===== src/rtl/pipe_pkg.sv =====
// pipe_pkg: shared constants and stage-entry layout for the pipeline tracker.
//   REG_ADDR_W   - architectural register address width
//   FWD_SEL_W    - width of one forwarding-select field
//   FWD_RF       - forwarding-select value meaning "read the register file"
//   stage_ctrl_t - control fields of one stage entry (valid, load, wen, rd);
//                  the WIDTH-bit payload travels beside it since its width is
//                  a parameter of the tracker.
package pipe_pkg;

  localparam int REG_ADDR_W = 5;
  localparam int FWD_SEL_W  = 4;
  localparam logic [FWD_SEL_W-1:0] FWD_RF = '0;

  typedef struct packed {
    logic                  valid;
    logic                  load;
    logic                  wen;
    logic [REG_ADDR_W-1:0] rd;
  } stage_ctrl_t;

endpackage


===== src/rtl/pipe_ctrl_if.sv =====
// pipe_ctrl_if: entry handshake into the pipeline tracker.
//   in_valid/in_ready - valid/ready handshake, accepted when both are high
//   in_data           - WIDTH-bit payload
//   in_rd/in_wen      - destination register and its write enable
//   in_load           - entry is a load
// Modports: master (producer of entries), slave (the tracker).
interface pipe_ctrl_if import pipe_pkg::*; #(
  parameter int WIDTH = 32
);
  logic                  in_valid;
  logic                  in_ready;
  logic [WIDTH-1:0]      in_data;
  logic [REG_ADDR_W-1:0] in_rd;
  logic                  in_wen;
  logic                  in_load;

  modport master (
    output in_valid, in_data, in_rd, in_wen, in_load,
    input  in_ready
  );

  modport slave (
    input  in_valid, in_data, in_rd, in_wen, in_load,
    output in_ready
  );
endinterface


===== src/rtl/pipe_fwd_match.sv =====
// pipe_fwd_match: combinational youngest-match priority encoder for one read
// port. Finds the youngest stage that is valid, writes a register and targets
// q_addr.
//   stage_valid/wen/load - per-stage flags, bit s-1 is stage s
//   stage_rd             - per-stage destination, stage s at [5s-1:5(s-1)]
//   q_addr               - queried source register (0 never matches)
//   sel                  - matching stage number, or FWD_RF when none
//   hit_load             - the matching stage holds a load
module pipe_fwd_match import pipe_pkg::*; #(
  parameter int DEPTH = 4
) (
  input  logic [DEPTH-1:0]            stage_valid,
  input  logic [DEPTH-1:0]            stage_wen,
  input  logic [DEPTH-1:0]            stage_load,
  input  logic [DEPTH*REG_ADDR_W-1:0] stage_rd,
  input  logic [REG_ADDR_W-1:0]       q_addr,
  output logic [FWD_SEL_W-1:0]        sel,
  output logic                        hit_load
);

  // Scan oldest to youngest so the youngest match overwrites older ones.
  always_comb begin
    sel      = FWD_RF;
    hit_load = 1'b0;
    if (q_addr != '0) begin
      for (int s = DEPTH - 1; s >= 0; s--) begin
        if (stage_valid[s] && stage_wen[s] &&
            stage_rd[s*REG_ADDR_W +: REG_ADDR_W] == q_addr) begin
          sel      = FWD_SEL_W'(s + 1);
          hit_load = stage_load[s];
        end
      end
    end
  end

endmodule


===== src/rtl/pipe_ctrl.sv =====
// pipe_ctrl: DEPTH-stage in-order pipeline tracker with load-use bubbles,
// external stall, partial flush and NREAD forwarding-select ports.
//   clk, rst_n   - clock, asynchronous active-low reset
//   up           - entry handshake (pipe_ctrl_if.slave)
//   q_addr       - per-port source register, port i at [5i+4:5i]
//   fwd_sel      - per-port forwarding stage (0 = register file)
//   hazard_o     - load-use bubble inserted this cycle
//   stall_i      - freeze all stages
//   flush_i      - clear stages 1..flush_upto (0 treated as 1)
//   stage_valid  - valid bit per stage
//   stage_data   - payload per stage, stage s at [WIDTH*s-1:WIDTH*(s-1)]
//   retire_o     - stage DEPTH entry leaves the pipe this cycle
// Optional macro PIPE_CTRL_PERF_EN adds saturating 32-bit counters
// perf_stall, perf_bubble, perf_flush and perf_retire.
module pipe_ctrl import pipe_pkg::*; #(
  parameter int WIDTH      = 32,
  parameter int DEPTH      = 4,
  parameter int NREAD      = 2,
  parameter int LOAD_STAGE = 3
) (
  input  logic                          clk,
  input  logic                          rst_n,
  pipe_ctrl_if.slave                    up,
  input  logic [NREAD*REG_ADDR_W-1:0]   q_addr,
  output logic [NREAD*FWD_SEL_W-1:0]    fwd_sel,
  output logic                          hazard_o,
  input  logic                          stall_i,
  input  logic                          flush_i,
  input  logic [2:0]                    flush_upto,
  output logic [DEPTH-1:0]              stage_valid,
  output logic [DEPTH*WIDTH-1:0]        stage_data,
  output logic                          retire_o
`ifdef PIPE_CTRL_PERF_EN
  ,
  output logic [31:0]                   perf_stall,
  output logic [31:0]                   perf_bubble,
  output logic [31:0]                   perf_flush,
  output logic [31:0]                   perf_retire
`endif
);

  localparam logic [FWD_SEL_W-1:0] LOAD_SEL = FWD_SEL_W'(LOAD_STAGE);

  stage_ctrl_t      ctrl_q   [DEPTH];
  logic [WIDTH-1:0] data_q   [DEPTH];
  stage_ctrl_t      cur_ctrl [DEPTH];
  logic [WIDTH-1:0] cur_data [DEPTH];
  stage_ctrl_t      nxt_ctrl [DEPTH];
  logic [WIDTH-1:0] nxt_data [DEPTH];

  logic [DEPTH-1:0]            vld_vec;
  logic [DEPTH-1:0]            wen_vec;
  logic [DEPTH-1:0]            load_vec;
  logic [DEPTH*REG_ADDR_W-1:0] rd_vec;
  logic [FWD_SEL_W-1:0]        port_sel [NREAD];
  logic [NREAD-1:0]            port_load;
  logic                        load_hit;
  logic                        accept;
  logic [2:0]                  upto_eff;
  logic                        full_flush;

  always_comb begin
    for (int s = 0; s < DEPTH; s++) begin
      vld_vec[s]                           = ctrl_q[s].valid;
      wen_vec[s]                           = ctrl_q[s].wen;
      load_vec[s]                          = ctrl_q[s].load;
      rd_vec[s*REG_ADDR_W +: REG_ADDR_W]   = ctrl_q[s].rd;
      stage_valid[s]                       = ctrl_q[s].valid;
      stage_data[s*WIDTH +: WIDTH]         = data_q[s];
    end
  end

  for (genvar g = 0; g < NREAD; g++) begin : g_port
    pipe_fwd_match #(.DEPTH(DEPTH)) u_match (
      .stage_valid (vld_vec),
      .stage_wen   (wen_vec),
      .stage_load  (load_vec),
      .stage_rd    (rd_vec),
      .q_addr      (q_addr[g*REG_ADDR_W +: REG_ADDR_W]),
      .sel         (port_sel[g]),
      .hit_load    (port_load[g])
    );
    assign fwd_sel[g*FWD_SEL_W +: FWD_SEL_W] = port_sel[g];
  end

  // A consumer must wait while its producing load sits younger than the
  // stage where load data first becomes forwardable.
  always_comb begin
    load_hit = 1'b0;
    for (int i = 0; i < NREAD; i++) begin
      if (port_load[i] && port_sel[i] != FWD_RF && port_sel[i] < LOAD_SEL)
        load_hit = 1'b1;
    end
  end

  assign hazard_o    = load_hit && !stall_i && !flush_i;
  assign up.in_ready = !stall_i && !flush_i && !hazard_o;
  assign accept      = up.in_valid && up.in_ready;

  assign upto_eff   = (flush_upto == 3'd0) ? 3'd1 : flush_upto;
  assign full_flush = flush_i && (int'(upto_eff) >= DEPTH);
  assign retire_o   = ctrl_q[DEPTH-1].valid && !stall_i && !full_flush;

  // Flushed slots are cleared before the shift, so a killed entry never
  // reappears one stage deeper; the stage just past the flush window
  // receives a bubble instead.
  always_comb begin
    for (int s = 0; s < DEPTH; s++) begin
      cur_ctrl[s] = ctrl_q[s];
      cur_data[s] = data_q[s];
      if (flush_i && s < int'(upto_eff)) begin
        cur_ctrl[s] = '0;
        cur_data[s] = '0;
      end
    end
    nxt_ctrl = cur_ctrl;
    nxt_data = cur_data;
    if (!stall_i) begin
      if (accept) begin
        nxt_ctrl[0] = '{valid: 1'b1, load: up.in_load, wen: up.in_wen, rd: up.in_rd};
        nxt_data[0] = up.in_data;
      end else begin
        nxt_ctrl[0] = '0;
        nxt_data[0] = '0;
      end
      for (int s = 1; s < DEPTH; s++) begin
        nxt_ctrl[s] = cur_ctrl[s-1];
        nxt_data[s] = cur_data[s-1];
      end
    end
  end

  // Stage registers.
  always_ff @(posedge clk or negedge rst_n) begin
    if (!rst_n) begin
      for (int s = 0; s < DEPTH; s++) begin
        ctrl_q[s] <= '0;
        data_q[s] <= '0;
      end
    end else begin
      for (int s = 0; s < DEPTH; s++) begin
        ctrl_q[s] <= nxt_ctrl[s];
        data_q[s] <= nxt_data[s];
      end
    end
  end

`ifdef PIPE_CTRL_PERF_EN
  function automatic logic [31:0] sat_inc(input logic [31:0] v);
    return (v == 32'hFFFF_FFFF) ? v : v + 32'd1;
  endfunction

  // Event counters.
  always_ff @(posedge clk or negedge rst_n) begin
    if (!rst_n) begin
      perf_stall  <= '0;
      perf_bubble <= '0;
      perf_flush  <= '0;
      perf_retire <= '0;
    end else begin
      if (stall_i)  perf_stall  <= sat_inc(perf_stall);
      if (hazard_o) perf_bubble <= sat_inc(perf_bubble);
      if (flush_i)  perf_flush  <= sat_inc(perf_flush);
      if (retire_o) perf_retire <= sat_inc(perf_retire);
    end
  end
`endif

endmodule


===== src/flat_wrapper.sv =====
// flat-port wrapper written by rule: the top's interface ports become plain ports
module pipe_ctrl_flat import pipe_pkg::*;
#(
  parameter int WIDTH      = 32,
  parameter int DEPTH      = 4,
  parameter int NREAD      = 2,
  parameter int LOAD_STAGE = 3
)
  (clk, rst_n, q_addr, fwd_sel, hazard_o, stall_i, flush_i, flush_upto, stage_valid, stage_data, retire_o, up_in_valid, up_in_data, up_in_rd, up_in_wen, up_in_load, up_in_ready);
  pipe_ctrl_if #(.WIDTH(WIDTH)) up_i ();
  input  logic clk;
  input  logic rst_n;
  input  logic [NREAD*REG_ADDR_W-1:0] q_addr;
  output logic [NREAD*FWD_SEL_W-1:0] fwd_sel;
  output logic hazard_o;
  input  logic stall_i;
  input  logic flush_i;
  input  logic [2:0] flush_upto;
  output logic [DEPTH-1:0] stage_valid;
  output logic [DEPTH*WIDTH-1:0] stage_data;
  output logic retire_o;
  input wire logic [$bits(up_i.in_valid)-1:0] up_in_valid;
  input wire logic [$bits(up_i.in_data)-1:0] up_in_data;
  input wire logic [$bits(up_i.in_rd)-1:0] up_in_rd;
  input wire logic [$bits(up_i.in_wen)-1:0] up_in_wen;
  input wire logic [$bits(up_i.in_load)-1:0] up_in_load;
  output wire logic [$bits(up_i.in_ready)-1:0] up_in_ready;
  assign up_i.in_valid = up_in_valid;
  assign up_i.in_data = up_in_data;
  assign up_i.in_rd = up_in_rd;
  assign up_i.in_wen = up_in_wen;
  assign up_i.in_load = up_in_load;
  assign up_in_ready = up_i.in_ready;
  pipe_ctrl #(.WIDTH(WIDTH), .DEPTH(DEPTH), .NREAD(NREAD), .LOAD_STAGE(LOAD_STAGE)) u_core (.clk(clk), .rst_n(rst_n), .up(up_i), .q_addr(q_addr), .fwd_sel(fwd_sel), .hazard_o(hazard_o), .stall_i(stall_i), .flush_i(flush_i), .flush_upto(flush_upto), .stage_valid(stage_valid), .stage_data(stage_data), .retire_o(retire_o));
endmodule

===== config.mk =====
export PLATFORM = sky130hd
export DESIGN_NAME = pipe_ctrl_flat
export DESIGN_NICKNAME = d
export VERILOG_FILES = /design/src/rtl/pipe_pkg.sv /design/src/rtl/pipe_ctrl_if.sv /design/src/rtl/pipe_fwd_match.sv /design/src/rtl/pipe_ctrl.sv /design/src/flat_wrapper.sv
export SDC_FILE = /design/constraint.sdc
export NUM_CORES = 1
export LEC_CHECK = 0
export CAP_MARGIN = 10
export CORE_MARGIN = 5
export CORE_UTILIZATION = 47
export DETAILED_ROUTE_END_ITERATION = 8
export PLACE_DENSITY = 0.8
export SLEW_MARGIN = 20
export SYNTH_ARGS = -nofsm -noshare
export SYNTH_HDL_FRONTEND = slang
export SYNTH_SLANG_ARGS = --single-unit
export TNS_END_PERCENT = 5

===== constraint.sdc =====
create_clock -name clk -period 2.4 [get_ports clk]
set_input_delay 0.24 -clock clk [delete_from_list [all_inputs] [get_ports clk]]
set_output_delay 0.24 -clock clk [all_outputs]
set_load 0.005 [all_outputs]

Yosys cells after proc, flatten, opt, wreduce, memory -nomap -nowiden
Cells that the tools add are included.

word-level totals
  register bits after elaboration = 160
  output and inout bits = 143
  logic and storage cells = 108
  input port bits = 57

cells by class
  equality and inequality tests = 9
  multiplexer cells = 35
  order comparisons = 7
  reduce and logical (&&, ||, !) cells = 37

operator list
  cell                  count
  $mux W32              6
  $mux W128             1
  $eq A5 B5 Y1          8
  $mux W8               5
  $mux W4               8
  $logic_and A1 B1 Y1   28
  $mux W1               12
  $reduce_bool A5 Y1    2
  $mux W3               3
  $lt A4 B2 Y1 const B  2
  $reduce_bool A4 Y1    2
  $lt A1 B3 Y1 const A  2
  $lt A2 B3 Y1 const A  2
  $logic_not A1 Y1      4
  $ge A3 B3 Y1 const B  1
  $logic_not A3 Y1      1
  $ne A2 B1 Y1 const B  1

Longest topological paths before layout
  word-level depth = 19
  depth in mapped cells = 8
  gate-level depth less buffers = 6

Modules after synthesis
From an unflattened synthesis, not the netlist that was laid out.

second synthesis, totals
  cells, all modules = 494
  area, all modules = 6596.3 µm²

by module, submodules not included
  module          area each (µm²)  cells each  instances  sequential area each (µm²)
  pipe_ctrl       5775.5           386         1          4003.8
  pipe_fwd_match  410.4            54          2          0.0

Worst setup path before layout
No wires, ideal clock.

  path kind = reg-to-reg
  start = register u_core.ctrl_q[28] (netlist bit)
  end = register u_core.data_q (netlist bit u_core.stage_data[22])
  arrival time = 1.968 ns
  stages on the path, launching flop included = 8
  path slack = 0.366 ns
  buffers on the path = 1
  required time = 2.334 ns
  setup time = 0.066 ns
  clock period less this slack = 2.034 ns
  cells stage by stage = dfrtp_1 -> xor2_1 -> nor4_1 -> nand4_1 -> mux2_4 -> a211oi_4 -> buf_6 -> a22o_1

RTL lines
  element                          RTL line          source
  start, declared                  pipe_ctrl.sv:44   stage_ctrl_t ctrl_q [DEPTH];
  start signal, assigned by index  pipe_ctrl.sv:142  ctrl_q[s] <= nxt_ctrl[s];
  end signal, assigned by index    pipe_ctrl.sv:143  data_q[s] <= nxt_data[s];
  end, declared                    pipe_ctrl.sv:45   logic [WIDTH-1:0] data_q [DEPTH];

Worst setup path in the final report
  start = register u_core.ctrl_q[28] (netlist bit)
  end = output port up_in_ready

on the way
  cells in the longest elaborated chain, start to end = 13
  elaborated cells on any way between the ends = 26
  classes of those cells = order compare: 2; eq/ne: 2; mux: 10; reduce/logical: 12

RTL lines
  element                                               RTL line            source
  branches (longest 8 deep; another with $lt A4 B2 Y1)  -
  $mux W1 (*)                                           pipe_ctrl.sv:91     if (port_load[i] && port_sel[i] != FWD_RF && port_sel[i] < LOAD_SEL)
  $logic_and A1 B1 Y1 (*) (2 in a row)                  pipe_ctrl.sv:96     assign hazard_o = load_hit && !stall_i && !flush_i;
  $logic_not A1 Y1 (*)                                  pipe_ctrl.sv:97     assign up.in_ready = !stall_i && !flush_i && !hazard_o;
  $logic_and A1 B1 Y1 (*)                               pipe_ctrl.sv:97
  end, declared                                         flat_wrapper.sv:27  output wire logic [$bits(up_i.in_ready)-1:0] up_in_ready;

Every way passes the cells marked *.

==> impl_table.tex <==
\begin{tabular}{lr}
\hline
Metric & Value \\
\hline
\multicolumn{2}{l}{\textbf{Outcome}} \\
\quad Result of the run & complete, but fails checks \\
\quad Violated checks & negative setup slack \\
\multicolumn{2}{l}{\textbf{Global routing}} \\
\quad Wire length of the first global-routing pass & between 30 and 40 mm \\
\quad GRT overflow & 0 \\
\quad Pin count of the biggest net entering global routing & 82 \\
\quad Global-route total usage across every layer & 23.7\% \\
\quad Antenna violations before repair & 1 \\
\quad Vias in the first global route & 5811 \\
\multicolumn{2}{l}{\textbf{Timing}} \\
\quad Largest clock skew in the final design & about 0.013 ns \\
\quad Final count of pins violating max slew & 0 \\
\quad Unrepaired setup endpoints after global routing & true \\
\quad Post-route worst setup slack & -0.172 ns \\
\quad Slew @ Worst Pin & 1.03 ns \\
\quad Maximum achievable frequency & 389 MHz \\
\quad Period utilization & 107\% \\
\quad Final setup violation count & 12 \\
\quad Total Neg Setup Slack & -0.427 ns \\
\quad Clock period minus worst slack & approximately 2.6 ns \\
\quad Worst slew margin relative to its limit & 31.5\% \\
\quad Final hold violations & 0 \\
\multicolumn{2}{l}{\textbf{Route}} \\
\quad Vias per inst & around 5.8 \\
\quad Remaining design rule violation count & 0 \\
\quad Number of detailed-routing iterations run before antenna repair & 5 \\
\quad Routed vias & 5568 \\
\quad Post-route antenna net violation count & 0 \\
\quad DRT iter0 DRCs & 504 \\
\quad Wire per inst & 20.1 um \\
\quad Routed wire length & 19.4 mm \\
\multicolumn{2}{l}{\textbf{Min path}} \\
\quad Hold WC Path Type & input pin to register \\
\quad Worst hold stages & 4 \\
\multicolumn{2}{l}{\textbf{Setup path}} \\
\quad Slowest stage delay, CP & $\sim$0.41 ns \\
\quad Endpoint type of the worst setup path & output port \\
\quad Data required time of the critical path & 2.16 ns \\
\quad Launching element type of the critical path & register \\
\quad Slowest-stage cell, CP & dfrtp\_1 \\
\quad CP max FO & 2 \\
\quad Setup slack, reg-to-reg & -0.01 ns \\
\quad Critical path class & register to output port \\
\quad R2R cell count & 9 \\
\quad CP Cell Sequence & xor2\_1 > nor4\_2 > nand4\_1 > buf\_4 > mux2\_4 > a21oi\_4 > and2\_4 > buf\_6 \\
\quad Arr. time, crit path & approximately 2.3 ns \\
\multicolumn{2}{l}{\textbf{Power}} \\
\quad Power Dens Cells & $\sim$620 mW/mm2 \\
\quad Lkg Pwr & 0.00432 uW \\
\quad Worst IR Drop VDD & 0.470 mV \\
\quad Total power & around 6000 uW \\
\multicolumn{2}{l}{\textbf{Clock network}} \\
\quad Depth of the CTS H-tree & 4 \\
\quad Clock tree from TritonCTS & built \\
\quad TritonCTS Buffers & 17 \\
\quad Source-to-sink clock delay at the later pin of the worst-skew pair & around 0.42 ns \\
\quad CTS sink count & between 150 and 200 \\
\quad Root cell of the clock tree & clkbuf\_16 \\
\quad Number of buffers on the longest clock path & 2 \\
\quad Clock-pin slew of the registers on the worst-case setup and hold paths & about 0.060 ns \\
\multicolumn{2}{l}{\textbf{Placed design}} \\
\quad Post-DP Area & between 0.008 and 0.009 mm2 \\
\quad IO Port Bufs & around 200 \\
\quad DPL Wire Length & between 10 and 15 mm \\
\quad Post-placement worst setup slack & -0.342 ns \\
\quad Routability congestion estimate & 0.994 \\
\multicolumn{2}{l}{\textbf{Floorplan}} \\
\quad IO Count & 200 \\
\quad Overall die height & 129 um \\
\quad Cell row count & 43 \\
\quad Horizontal extent of the die & 129 um \\
\quad Floorplan core area & about 0.014 mm2 \\
\quad Initial Utilization & 47.8\% \\
\quad Area of the die & 0.0165 mm2 \\
\multicolumn{2}{l}{\textbf{Cells and area}} \\
\quad Combined flip-flop and latch cell area & 0.00395 mm2 \\
\quad Layout cells sized above 1 & 13.2\% \\
\quad Growth of design area from synthesis to finish & 44.3\% \\
\quad Final net count & 826 \\
\quad Diode count & 0 \\
\quad Number of filler instances in the final layout & 979 \\
\quad Multi-input combinational cell area & around 0.0025 mm2 \\
\quad Post-layout instance area & 0.00954 mm2 \\
\multicolumn{2}{l}{\textbf{Synthesis}} \\
\quad Average instance area after synthesis & between 10 and 15 um2 \\
\quad Synthesized instance count & 571 \\
\quad Register bit total from synthesis & 158 \\
\quad Unique cell type count in the Yosys netlist & 34 \\
\quad Yosys warning total & 0 \\
\quad Post-synthesis instance area & roughly 0.0066 mm2 \\
\quad Share of the yosys chip area belonging to registers & 59.8\% \\
\multicolumn{2}{l}{\textbf{Flow run}} \\
\quad Max-cap violations & 0 \\
\hline
\end{tabular}
[worst paths after layout]
path | endpoint | start
min | u_core.stage_data[91] | stall_i
max in group asynchronous | u_core.stage_data[95] | rst_n
min reg2reg | u_core.stage_data[107] | u_core.stage_data[107]
min in group asynchronous | u_core.ctrl_q[28] | rst_n
max | up_in_ready | u_core.ctrl_q[28]
max reg2reg | u_core.ctrl_q[24] | u_core.ctrl_q[28]
[cell usage after synthesis]
cell      count  share of area [%]
nand2_1      48                2.7
or3_1         1              0.095
nand3b_1      7               0.79
nand3_1      77                5.8
inv_1         1              0.057
and2_1        2               0.19
o21ai_0      19                1.4
nor3_1        8               0.61
buf_2         1              0.076
a21boi_0      1               0.11
clkinv_1      1              0.057
a21oi_1       4               0.30
and3_1        1              0.095
buf_4         6               0.68
buf_6         6                1.0
a22o_1       77                 10
buf_1         6               0.34
xor2_1       19                2.5
o21bai_1      1               0.11
dfrtp_1     158                 60
mux2_4        1               0.23
a211oi_4      1               0.30
nor2_1       10               0.57
o211ai_1      1               0.11
xnor2_1      21                2.8
or2_2         1              0.095
a21o_2        1               0.13
clkbuf_1     43                2.4
nand2b_1      4               0.38
nand4_1       6               0.57
nor4_1        5               0.47
conb_1        1              0.057
a32o_1       31                4.7
or4_1         1               0.11
[final cells by class]
class | instances | share of cell area [%]
tap | 180 | 2.36
timing repair buffer | 240 | 24.3
sequential | 158 | 41.4
multi-input combinational | 350 | 25.9
clock buffer | 20 | 4.68
clock inverter | 12 | 1.19
inverter | 2 | 0.0787
[power by group]
group / leakage, uW / total [uW] / switching, uW / internal, uW
logic: 0.00185 / 599 / 312 / 287
registers: 0.00219 / 2780 / 57.7 / 2720
clock network: 0.000275 / 2540 / 1070 / 1460
total: 0.00432 / 5910 / 1440 / 4470
[through the flow]
step	std cells	hold slack, ns	utilization (%)
after global placement	925	0.265	64.2
final	962	0.349	69.0
after detailed placement	925	0.273	64.2
after floorplan	572	-0.0556	-
after CTS	963	0.322	68.8
after global routing	962	0.371	69.0
[registers in the layout (all words and copies together) (netlist names)]
| register | count |
|---|---|
| u_core.stage_data | 128 |
| u_core.stage_valid | 4 |
| u_core.ctrl_q | 26 |
[placed cells by master, fill, tap and decap left out, types with 6 or more instances in the layout]
cell,Yosys,routed
nand3b_1,7,7
nor2_1,10,8
nand2_1,48,47
a32o_1,31,31
a22o_1,77,77
buf_4,6,37
xnor2_1,21,19
clkdlybuf4s50_1,0,186
o21ai_0,19,18
nand3_1,77,77
xor2_1,19,19
nand4_1,6,6
dfrtp_1,158,158
clkbuf_16,0,17
[worst max-delay path: cells and delay by family, from the launching register on]
kind | cells | cell delay, ns
xor gates and xnor gates | 1 | 0.16
DFF | 1 | 0.41
buffers and inverters | 2 | 0.26
AOI/OAI and AO/OA | 1 | 0.17
and+or+nand+nor | 3 | 0.60
muxes | 1 | 0.32
[repair_timing]
action / 4_1_cts / 5_1_grt
hold endpoints to repair: 64 / 0
resized for setup: 25 / 16
hold buffers: 1 / 0
pin swaps: 7 / 25
buffers inserted: 5 / 0
setup endpoints to repair: 8 / 48
[cell families (layout without fill, tap and decap cells)]
kind of cell / Yosys count / in the layout / share of synthesized area (%)
buf+inv: 64 / 274 / 4.67
other cells: 1 / 2 / 0.0567
flops: 158 / 158 / 59.8
mux: 1 / 1 / 0.227
xor+xnor: 40 / 40 / 5.30
simple gates: 171 / 171 / 12.5
compound gates: 136 / 136 / 17.4
[per-layer routing]
metal	vias up	global-route usage (%)	routed length (um)
met1	2801	31.8	8380
met4	2	9.08	423
met3	37	7.02	1420
met2	243	36.6	9110
met5	-	0	13
li1	2485	-	-
No activity file was read; power rests on OpenSTA's default activity.
